$ cat src/rtl/sevenseg_pkg.sv
// Shared definitions for the dual seven-segment display path:
// scan states, anode polarity and a small constant helper.
package sevenseg_pkg;

  typedef enum logic [1:0] {
    SHOW_RIGHT     = 2'd0,
    BLANK_TO_LEFT  = 2'd1,
    SHOW_LEFT      = 2'd2,
    BLANK_TO_RIGHT = 2'd3
  } disp_state_t;

  localparam logic ANODE_ON  = 1'b0;
  localparam logic ANODE_OFF = 1'b1;

  function automatic int max_of(input int a, input int b);
    return (a > b) ? a : b;
  endfunction

endpackage

$ cat src/rtl/display_mux.sv
// Two-digit keypad shift register plus a time-multiplexed anode scan with
// dead-time blanking, feeding one shared 4-bit bus to the sevenSeg decoder.
module display_mux
  import sevenseg_pkg::*;
#(
  parameter int REFRESH_DIV  = 24000,
  parameter int BLANK_CYCLES = 48
) (
  input  logic       clk,
  input  logic       reset,
  input  logic       key_valid,
  input  logic [3:0] key_code,
  output logic [3:0] s,
  output logic       an_left,
  output logic       an_right,
  output logic [3:0] digit_left,
  output logic [3:0] digit_right
);

  localparam int CNT_MAX = max_of(max_of(REFRESH_DIV, BLANK_CYCLES), 2);
  localparam int CW      = $clog2(CNT_MAX);
  localparam logic [CW-1:0] SHOW_LAST  = CW'(REFRESH_DIV - 1);
  localparam logic [CW-1:0] BLANK_LAST = CW'(BLANK_CYCLES - 1);
  localparam bit NO_BLANK = (BLANK_CYCLES == 0);

  disp_state_t r_state, w_next_state;
  logic [CW-1:0] r_cnt, w_next_cnt;
  logic [3:0] r_digit_left, r_digit_right;

  always_ff @(posedge clk or negedge reset) begin
    if (!reset) begin
      r_state <= SHOW_RIGHT;
      r_cnt   <= '0;
    end else begin
      r_state <= w_next_state;
      r_cnt   <= w_next_cnt;
    end
  end

  // With no blanking the blank states are never entered.
  always_comb begin
    w_next_state = r_state;
    w_next_cnt   = r_cnt + CW'(1);
    unique case (r_state)
      SHOW_RIGHT: if (r_cnt == SHOW_LAST) begin
        w_next_cnt   = '0;
        w_next_state = NO_BLANK ? SHOW_LEFT : BLANK_TO_LEFT;
      end
      BLANK_TO_LEFT: if (r_cnt == BLANK_LAST) begin
        w_next_cnt   = '0;
        w_next_state = SHOW_LEFT;
      end
      SHOW_LEFT: if (r_cnt == SHOW_LAST) begin
        w_next_cnt   = '0;
        w_next_state = NO_BLANK ? SHOW_RIGHT : BLANK_TO_RIGHT;
      end
      BLANK_TO_RIGHT: if (r_cnt == BLANK_LAST) begin
        w_next_cnt   = '0;
        w_next_state = SHOW_RIGHT;
      end
    endcase
  end

  always_ff @(posedge clk or negedge reset) begin
    if (!reset) begin
      r_digit_left  <= 4'h0;
      r_digit_right <= 4'h0;
    end else if (key_valid) begin
      r_digit_left  <= r_digit_right;
      r_digit_right <= key_code;
    end
  end

  // Anodes and s depend only on registers; the upcoming digit is already on
  // s during the blank so the decoder has settled when its anode lights.
  always_comb begin
    an_left  = ANODE_OFF;
    an_right = ANODE_OFF;
    s        = r_digit_right;
    unique case (r_state)
      SHOW_RIGHT: an_right = ANODE_ON;
      BLANK_TO_LEFT: s = r_digit_left;
      SHOW_LEFT: begin
        an_left = ANODE_ON;
        s       = r_digit_left;
      end
      BLANK_TO_RIGHT: s = r_digit_right;
    endcase
  end

  assign digit_left  = r_digit_left;
  assign digit_right = r_digit_right;

endmodule

$ cat config.mk
export PLATFORM = sky130hd
export DESIGN_NAME = display_mux
export DESIGN_NICKNAME = d
export VERILOG_FILES = /design/src/rtl/sevenseg_pkg.sv /design/src/rtl/display_mux.sv
export SDC_FILE = /design/constraint.sdc
export NUM_CORES = 1
export LEC_CHECK = 0
export ABC_CLOCK_PERIOD_IN_PS = 2040
export CORE_MARGIN = 2
export CORE_UTILIZATION = 52
export CTS_CLUSTER_DIAMETER = 150
export DETAILED_ROUTE_END_ITERATION = 12
export PLACE_DENSITY = 0.87
export SYNTH_ARGS = -nofsm -noshare
export SYNTH_HDL_FRONTEND = slang
export SYNTH_SLANG_ARGS = --single-unit
export TNS_END_PERCENT = 30
$ cat constraint.sdc
create_clock -name clk -period 2.04 [get_ports clk]
set_input_delay 0.408 -clock clk [delete_from_list [all_inputs] [get_ports clk]]
set_output_delay 0.408 -clock clk [all_outputs]
set_load 0.02 [all_outputs]
==> results_dict.tcl, run 1 <==
set metrics [dict create \
    run_status "completed" \
    initial_core_util_pct 56.2 \
    post-route-period-util_pct 97.9 \
    grt_pass1_wl_um 3950 \
    mostFrequentLayoutCell "dfrtp_1" \
    drt-initial-drc-count 19 \
    detail-route-antenna-nets 0 \
    worstSetupStartpointType "flip-flop" \
    syn_area_um2 1280 \
    grt_antenna_before_repair 0 \
    routed-via-count 917 \
    seq_area_frac_synth_pct 48.9 \
    max_freq_mhz 501 \
    timing.critical_path.to_type "output port" \
    die_h_um 53.6 \
    sequentialPowerShare_pct 59.8 \
    pwr-share-comb_pct 16.0 \
    synth_top_cell_by_area "dfrtp_1" \
    finalSetupViolCount 0 \
    critical_path.slowest_cell "dfrtp_1" \
    detailedPlacementHpwl_um 1830 \
    switching_power_uw 223 \
    via_count_of_the_first_global_routing_pass 827 \
    sw_frac_of_total_pct 25.1 \
    drt_pre_antenna_iters 4 \
    finalClockSkew_ns 0.00467 \
    synth_top_area_share_pct 48.9 \
    post_route_cells_drive_above_1_share_pct 23.9 \
    grt_setup_unrepaired "true" \
    gpl.final_weighted_congestion 0.805 \
    tritoncts "built" \
    synth.yosys.warnings 0 \
    pwr_dens_nw_per_um2 565 \
    cts-root-to-sink-buffers 2 \
    worst_path_dominant_cell_family "flip-flops" \
    setup_ws_ns 0.0426 \
    grt_start_max_net_pins 26 \
    finalHoldViolations 0 \
    cellInternalPower_uw 666 \
    io_pins 21 \
    avgSynthCellArea_um2 11.2 \
    worstMarginPinSlew_ns 0.385 \
    ir_drop_mv 0.537 \
    hold_path.class "in2async" \
    insertion_delay_ns 0.31 \
    preCtsSetupSlack_ns -0.110 \
    clock_power_share_pct 24.2 \
    yosys_reg_bits 25 \
    chipWidth_um 53.6 \
    fin_setup_tns_ns 0 \
    yosys-top-cells-area "dfrtp_1 49%, mux2_2 11%, ha_1 5.9%, xnor2_1 5.5%, nor2_1 4.4%" \
    slowest_delay_ns 0.42 \
    worst_hold_slack_ns 0.428 \
    cts_made_buffers 3 \
    nets 156 \
    drc 0 \
    postSynthNetCount 127 \
    h_tree_level_count 1 \
    worstPathArrival_ns 1.59 \
    core_area_um2 2280 \
    post_detailed_route_wirelength_per_cell_um 14.6 \
    p_r_area_growth_vs_syn_pct 23.1 \
    worstPathRequired_ns 1.63 \
    final.min_clock_period_ns 2.00 \
    maxcap_viol_count 0 \
    synthDistinctLibCells 25 \
    critical_path.max_fanout 5 \
    synthCells 114 \
    drv_slew 0 \
    cp_num_buf_inv 2 \
    leakagePower_nw 0.719 \
    post_drt_via_cell_ratio 5.39 \
    globalRouteTotalUtil_pct 20.2 \
    finalWirelength_um 2480 \
    clkTransAtPathRegs_ns 0.13 \
    io_buffer_count 20 \
    hold_fix_buffers_cts 0 \
    global_route.overflow_total 0 \
    rows 17 \
    clock_sink_count 25 \
    layout.cells.most_common_list "25 x dfrtp_1, 15 x nor2_1, 14 x clkdlybuf4s50_1" \
    antenna-diode-count 0 \
    clockRootBuffer "clkbuf_4" \
    final.fill_count 173 \
    maxSlewHeadroom_pct 74.3 \
    timing.setup.critical_path_class "reg2out" \
    crit_chain "inv_2, ha_4, mux2_2, buf_2" \
    floorplan.die_area_um2 2870 \
]
[timing repair]
| item | CTS | global route |
|---|---|---|
| buffers inserted | 0 | 1 |
| endpoints found under the hold margin | 0 | 0 |
| endpoints found under the setup margin | 6 | 5 |
| pin swaps | 0 | 1 |
| resized for setup | 20 | 5 |
[synthesized netlist by cell type, drive strengths merged]
| cell type | instances |
|---|---|
| a22o | 1 |
| a22oi | 2 |
| and3 | 2 |
| and4 | 2 |
| buf | 1 |
| clkbuf | 1 |
| dfrtp | 25 |
| ha | 6 |
| inv | 8 |
| mux2 | 13 |
| mux2i | 1 |
| nand2 | 5 |
| nand3 | 6 |
| nand4 | 4 |
| nor2 | 15 |
| nor3 | 5 |
| nor4 | 4 |
| xnor2 | 8 |
| xor2 | 5 |
[metrics by stage]
step	utilization, %	instances	power, mW	cell area (µm²)
final	69.2	170	0.889	1570
after global routing	69.2	170	0.933	1570
after CTS	68.5	169	0.899	1560
after detailed placement	67.8	165	0.691	1540
after global placement	67.8	165	0.685	1540
after floorplan	-	114	0.604	1280
[layout make-up]
type | instances | area (µm²) | area share [%]
inverters | 8 | 30.0 | 1.91
repair buffers | 26 | 230 | 14.6
multi-input cells | 79 | 627 | 39.8
well taps | 28 | 35.0 | 2.23
flip-flops and latches | 25 | 626 | 39.7
clock buffers | 4 | 26.3 | 1.67
[worst reg2reg max path: stages (launching register included)]
cell	delay, ns
dfrtp_1	0.41
ha_1	0.22
and4_4	0.26
nand4_2	0.12
a22o_1	0.29
mux2_4	0.30
[registers in the layout, summed over array words and instances (netlist names)]
name	flops
r_cnt	15
digit_left	4
digit_right	4
r_state	2
[final timing paths]
| check | cells past startpoint | to | start | slack, ns |
|---|---|---|---|---|
| min in group clk | 1 | r_cnt[0] | r_cnt[0] | 0.50 |
| min reg2reg | 1 | r_cnt[0] | r_cnt[0] | 0.50 |
| max | 4 | s[3] | r_state[0] | 0.04 |
| max reg2reg | 5 | r_state[1] | r_cnt[0] | 0.34 |
| max in group asynchronous | 2 | digit_left[0] | reset | 1.37 |
| min | 2 | r_cnt[7] | reset | 0.43 |
[cells by family after synthesis]
logic type	after synthesis	synth area share (%)
buf+inv	10	3.03
fa+ha+maj	6	5.87
xor+xnor	13	8.90
flops	25	48.9
simple gates	43	18.9
mux	14	12.5
compound gates	3	1.86
[power by group through the flow]
stage | registers [mW] | logic (mW) | clock network [mW]
floorplan | 0.563 | 0.0408 | 0
global route | 0.535 | 0.151 | 0.247
finish | 0.531 | 0.142 | 0.215
global placement | 0.540 | 0.145 | 0
CTS | 0.532 | 0.142 | 0.225
detailed placement | 0.542 | 0.149 | 0
[layer usage]
layer / part of all wire [%] / GRT usage, % / routed length [µm] / vias up
met5: 0 / 0 / 0 / -
met4: 2.3 / 11.5 / 58 / 0
met3: 2.1 / 2.50 / 51 / 5
met2: 50 / 31.1 / 1230 / 10
met1: 46 / 27.5 / 1140 / 451
li1: - / - / - / 451
Note: power is estimated with default switching activity, not from simulation.
==> inputs of run 2 (changes only) <==
--- a/config.mk
+++ b/config.mk
@@ -11,6 +11,7 @@
 export CTS_CLUSTER_DIAMETER = 150
 export DETAILED_ROUTE_END_ITERATION = 12
 export PLACE_DENSITY = 0.87
+export SKIP_LAST_GASP = 1
 export SYNTH_ARGS = -nofsm -noshare
 export SYNTH_HDL_FRONTEND = slang
 export SYNTH_SLANG_ARGS = --single-unit
==> run 2 against run 1 <==
Clock skew is 0.0012 ns higher. Sequential share of layout area rose by 0.095 points. Sequential cell count stayed put. Critical endpoint is now s[1]. Largest power group unchanged. Highest routed layer unchanged.
==> results_dict.tcl, run 2 (same netlist as run 1, synthesis figures left out) <==
set metrics [dict create \
    die_h_um 53.6 \
    via_count_of_the_first_global_routing_pass 827 \
    preCtsSetupSlack_ns -0.110 \
    worstSetupStartpoint "r_state[0]" \
    critical_path.max_fanout 5 \
    tritoncts "built" \
    worstPathRequired_ns 1.63 \
    pwr-share-comb_pct 15.8 \
    clock_power_share_pct 24.3 \
    global_route.overflow_total 0 \
    post_route_cells_drive_above_1_share_pct 22.5 \
    grt_start_max_net_pins 26 \
    post_drt_via_cell_ratio 5.47 \
    globalRouteTotalUtil_pct 20.0 \
    run_status "completed" \
    slowest_delay_ns 0.40 \
    largest_register_ffs 15 \
    pwr_dens_nw_per_um2 565 \
    layout.cells.most_common_list "25 x dfrtp_1, 15 x nor2_1, 14 x clkdlybuf4s50_1" \
    final.fill_count 171 \
    worstSetupStartpointType "flip-flop" \
    routed-via-count 930 \
    drt-initial-drc-count 20 \
    place_inst 165 \
    leakagePower_nw 0.728 \
    initial_core_util_pct 56.2 \
    h_tree_level_count 1 \
    sw_frac_of_total_pct 25.2 \
    finalClockSkew_ns 0.00588 \
    cp_num_buf_inv 2 \
    timing.reg2reg.setup_slack_ns 0.34 \
    maxcap_viol_count 0 \
    finalWirelength_um 2480 \
    worst_path_dominant_cell_family "flip-flops" \
    detail-route-antenna-nets 0 \
    finished_cell_area_um2 1570 \
    hold_fix_buffers_cts 0 \
    worst-path-stages 4 \
    grt_setup_unrepaired "true" \
    clockRootBuffer "clkbuf_4" \
    critical_path.slowest_cell "dfrtp_1" \
    worst_r2r_endpoint "r_state[1]" \
    finalPower_uw 887 \
    post_detailed_route_wirelength_per_cell_um 14.6 \
    antenna-diode-count 0 \
    grt_pass1_wl_um 3930 \
    ir_drop_mv 0.537 \
    p_r_area_growth_vs_syn_pct 22.8 \
    drv_slew 0 \
    cts-root-to-sink-buffers 2 \
    rows 17 \
    clock_sink_count 25 \
    floorplan.die_area_um2 2870 \
    r2r_start "r_cnt[0]" \
    drt_pre_antenna_iters 4 \
    maxSlewHeadroom_pct 74.0 \
    timing.setup.critical_path_class "reg2out" \
    cellInternalPower_uw 663 \
    detailedPlacementHpwl_um 1830 \
    io_buffer_count 20 \
    crit_chain "inv_1, ha_4, mux2_2, clkbuf_2" \
    finalHoldViolations 0 \
    mostFrequentLayoutCell "dfrtp_1" \
    drc 0 \
    post-route-period-util_pct 99.6 \
    largest-register "r_cnt" \
    clkTransAtPathRegs_ns 0.13 \
    instances_no_fill 170 \
    setup_ws_ns 0.00804 \
    nets 156 \
    io_pins 21 \
    hold_path.class "in2async" \
    finalSetupViolCount 0 \
    grt_antenna_before_repair 0 \
    timing.critical_path.to_type "output port" \
    worstPathArrival_ns 1.62 \
    max_freq_mhz 492 \
    insertion_delay_ns 0.31 \
    final.min_clock_period_ns 2.03 \
    switching_power_uw 224 \
    cts_made_buffers 3 \
    core_area_um2 2280 \
    fin_setup_tns_ns 0 \
    chipWidth_um 53.6 \
    r2r_cells 5 \
    worstMarginPinSlew_ns 0.389 \
    placedInstanceArea_um2 1540 \
    gpl.final_weighted_congestion 0.805 \
    sequentialPowerShare_pct 59.9 \
    setup.worst_path.end "s[1]" \
]
-- run 2: worst min path at each step --
stage / start / end / slack [ns] / cells past startpoint
4_1_cts: reset / r_cnt[7] / 0.43 / 2
3_3_place_gp: r_cnt[0] / r_cnt[0] / 0.47 / 1
5_1_grt: reset / r_cnt[9] / 0.43 / 2
3_5_place_dp: r_cnt[0] / r_cnt[0] / 0.48 / 1
6_report: reset / r_cnt[7] / 0.43 / 2
2_1_floorplan: reset / digit_left[0] / 0.11 / 0
-- run 2: routing by layer --
metal	track usage (%)	up-vias	routed length, µm
met4	11.5	0	70
met5	0	-	0
li1	-	446	-
met3	2.50	9	74
met2	31.1	24	1240
met1	27.1	451	1100
-- run 2: power groups by stage --
stage / Sequential [mW] / Combinational, mW / Clock [mW]
after global placement: 0.540 / 0.145 / 0
after detailed placement: 0.542 / 0.149 / 0
final: 0.532 / 0.140 / 0.215
after floorplan: 0.563 / 0.0408 / 0
after CTS: 0.532 / 0.144 / 0.225
after global routing: 0.535 / 0.149 / 0.247
-- run 2: area by class of cell --
class	count	area (µm²)	area share, %
Clock buffer	4	26.3	1.67
Inverter	8	30.0	1.91
Multi-Input combinational cell	79	627	39.9
Sequential cell	25	626	39.8
Tap cell	28	35.0	2.23
Timing Repair Buffer	26	226	14.4
-- run 2: metrics by stage --
step | utilization (%) | hold slack [ns]
3_5_place_dp | 67.8 | 0.482
4_1_cts | 69.2 | 0.430
5_1_grt | 69.0 | 0.430
2_1_floorplan | - | 0.112
6_report | 69.0 | 0.427
3_3_place_gp | 67.8 | 0.472
-- run 2: what timing repair did --
item | in CTS | in global routing
gates cloned | 0 | 0
setup endpoints to repair | 6 | 6
endpoints found under the hold margin | 0 | 0
buffers inserted | 0 | 1
gates resized for setup | 7 | 9
==> inputs of run 3 (changes only) <==
--- a/config.mk
+++ b/config.mk
@@ -11,6 +11,7 @@
 export CTS_CLUSTER_DIAMETER = 150
 export DETAILED_ROUTE_END_ITERATION = 12
 export PLACE_DENSITY = 0.87
+export SKIP_CTS_REPAIR_TIMING = 1
 export SKIP_LAST_GASP = 1
 export SYNTH_ARGS = -nofsm -noshare
 export SYNTH_HDL_FRONTEND = slang
==> run 3 against run 2 <==
Sequential power hardly changed. Via count shrank 0.86%. Worst hold slack is essentially flat. Worst setup slack worse by 0.12 ns. Combinational power increased by 4%. Design area increased by 0.88%. The flow now finishes with violations (setup timing). Clock skew down 0.0022 ns. Power rose by 1.0%. First-iteration DRC count is 15% higher. Sequential share of layout area is 0.35 points lower. Critical path type unchanged.
==> results_dict.tcl, run 3 (same netlist as run 1, synthesis figures left out) <==
set metrics [dict create \
    post_drt_via_cell_ratio 5.46 \
    worstSetupStartpointType "flip-flop" \
    post-route-period-util_pct 105 \
    chipWidth_um 53.6 \
    largest_register_ffs 15 \
    preCtsSetupSlack_ns -0.110 \
    insertion_delay_ns 0.32 \
    via_count_of_the_first_global_routing_pass 832 \
    finished_cell_area_um2 1580 \
    post_route_cells_drive_above_1_share_pct 19.1 \
    antenna-diode-count 0 \
    h_tree_level_count 1 \
    detailedPlacementHpwl_um 1830 \
    worst_hold_slack_ns 0.426 \
    drt-initial-drc-count 23 \
    setup_ws_ns -0.109 \
    run_status "finished, violations left" \
    grt_antenna_before_repair 0 \
    nets 155 \
    finalPower_uw 896 \
    final_core_util_pct 69.6 \
    tritoncts "built" \
    die_h_um 53.6 \
    worstPathArrival_ns 1.74 \
    largest-register "r_cnt" \
    pwr_dens_nw_per_um2 565 \
    cts_made_buffers 3 \
    max_freq_mhz 465 \
    mostFrequentLayoutCell "dfrtp_1" \
    timing.setup.critical_path_class "reg2out" \
    seq_area_um2 626 \
    final.min_clock_period_ns 2.15 \
    io_buffer_count 20 \
    hold_path.class "in2async" \
    grt_pass1_wl_um 3910 \
    clkTransAtPathRegs_ns 0.13 \
    layout.cells.most_common_list "25 x dfrtp_1, 15 x nor2_1, 15 x clkdlybuf4s50_1" \
    maxcap_viol_count 0 \
    worstMarginPinSlew_ns 0.391 \
    gpl.final_weighted_congestion 0.805 \
    ir_drop_mv 0.545 \
    core_area_um2 2280 \
    worstPathRequired_ns 1.63 \
    finalWirelength_um 2510 \
    globalRouteTotalUtil_pct 19.9 \
    grt_start_max_net_pins 26 \
    post_detailed_route_wirelength_per_cell_um 14.9 \
    timing.critical_path.to_type "output port" \
    finalSetupViolCount 5 \
    placedInstanceArea_um2 1540 \
    final.fill_count 172 \
    io_pins 21 \
    violations_in_the_final_reports "setup timing" \
    drt_pre_antenna_iters 4 \
    p_r_area_growth_vs_syn_pct 23.9 \
    global_route.overflow_total 0 \
    maxSlewHeadroom_pct 73.8 \
    detail-route-antenna-nets 0 \
    place_inst 165 \
    leakagePower_nw 0.740 \
    drv_slew 0 \
    finalClockSkew_ns 0.00372 \
    initial_core_util_pct 56.2 \
    rows 17 \
    critical_path.max_fanout 5 \
    cts-root-to-sink-buffers 2 \
    floorplan.die_area_um2 2870 \
    fin_setup_tns_ns -0.419 \
    finalHoldViolations 0 \
    routed-via-count 922 \
    clock_sink_count 25 \
    grt_setup_unrepaired "true" \
    clockRootBuffer "clkbuf_4" \
    drc 0 \
    instances_no_fill 169 \
    area_of_the_multi_input_gates_um2 617 \
]
[run 3: cell count changes in the layout (fill, tap and decap cells not counted), sizes merged]
cell           delta
buf               -1
clkbuf            -4
clkdlybuf4s50     +1
dlygate4sd2       -1
dlymetal6s2s      +4
[run 3: worst max-delay path, cell delays in order (launching register included)]
cell and delay [ns]:
dfrtp_1 0.39, inv_1 0.08, ha_2 0.39, mux2_2 0.34
dlymetal6s2s_1 0.22
[run 3: layout make-up]
type	count	area share, %
repair buffers	25	15.8
inverters	8	1.90
flip-flops and latches	25	39.5
well taps	28	2.21
clock buffers	4	1.66
multi-input cells	79	38.9
[run 3: report_power, final]
group	total [mW]	internal [mW]	leakage (nW)	switching [mW]
registers	0.532	0.515	0.317	0.0170
clock network	0.217	0.0765	0.0150	0.141
logic	0.146	0.0778	0.408	0.0684
[run 3: worst paths after layout]
kind | from | end | slack (ns) | depth (start not counted)
worst max-delay path | r_state[0] | s[1] | -0.11 | 4
worst min-delay path | reset | r_cnt[7] | 0.43 | 2
worst max register to register | r_cnt[0] | r_state[1] | 0.34 | 5
worst min register to register | r_cnt[0] | r_cnt[0] | 0.50 | 1
max in group asynchronous | reset | digit_left[0] | 1.37 | 2
min in group clk | r_cnt[0] | r_cnt[0] | 0.50 | 1
[run 3: per-layer routing]
metal / global-route usage [%] / routed length, µm
met2: 30.5 / 1270
met5: 0 / 0
met1: 27.1 / 1130
met4: 11.5 / 58
met3: 2.50 / 54
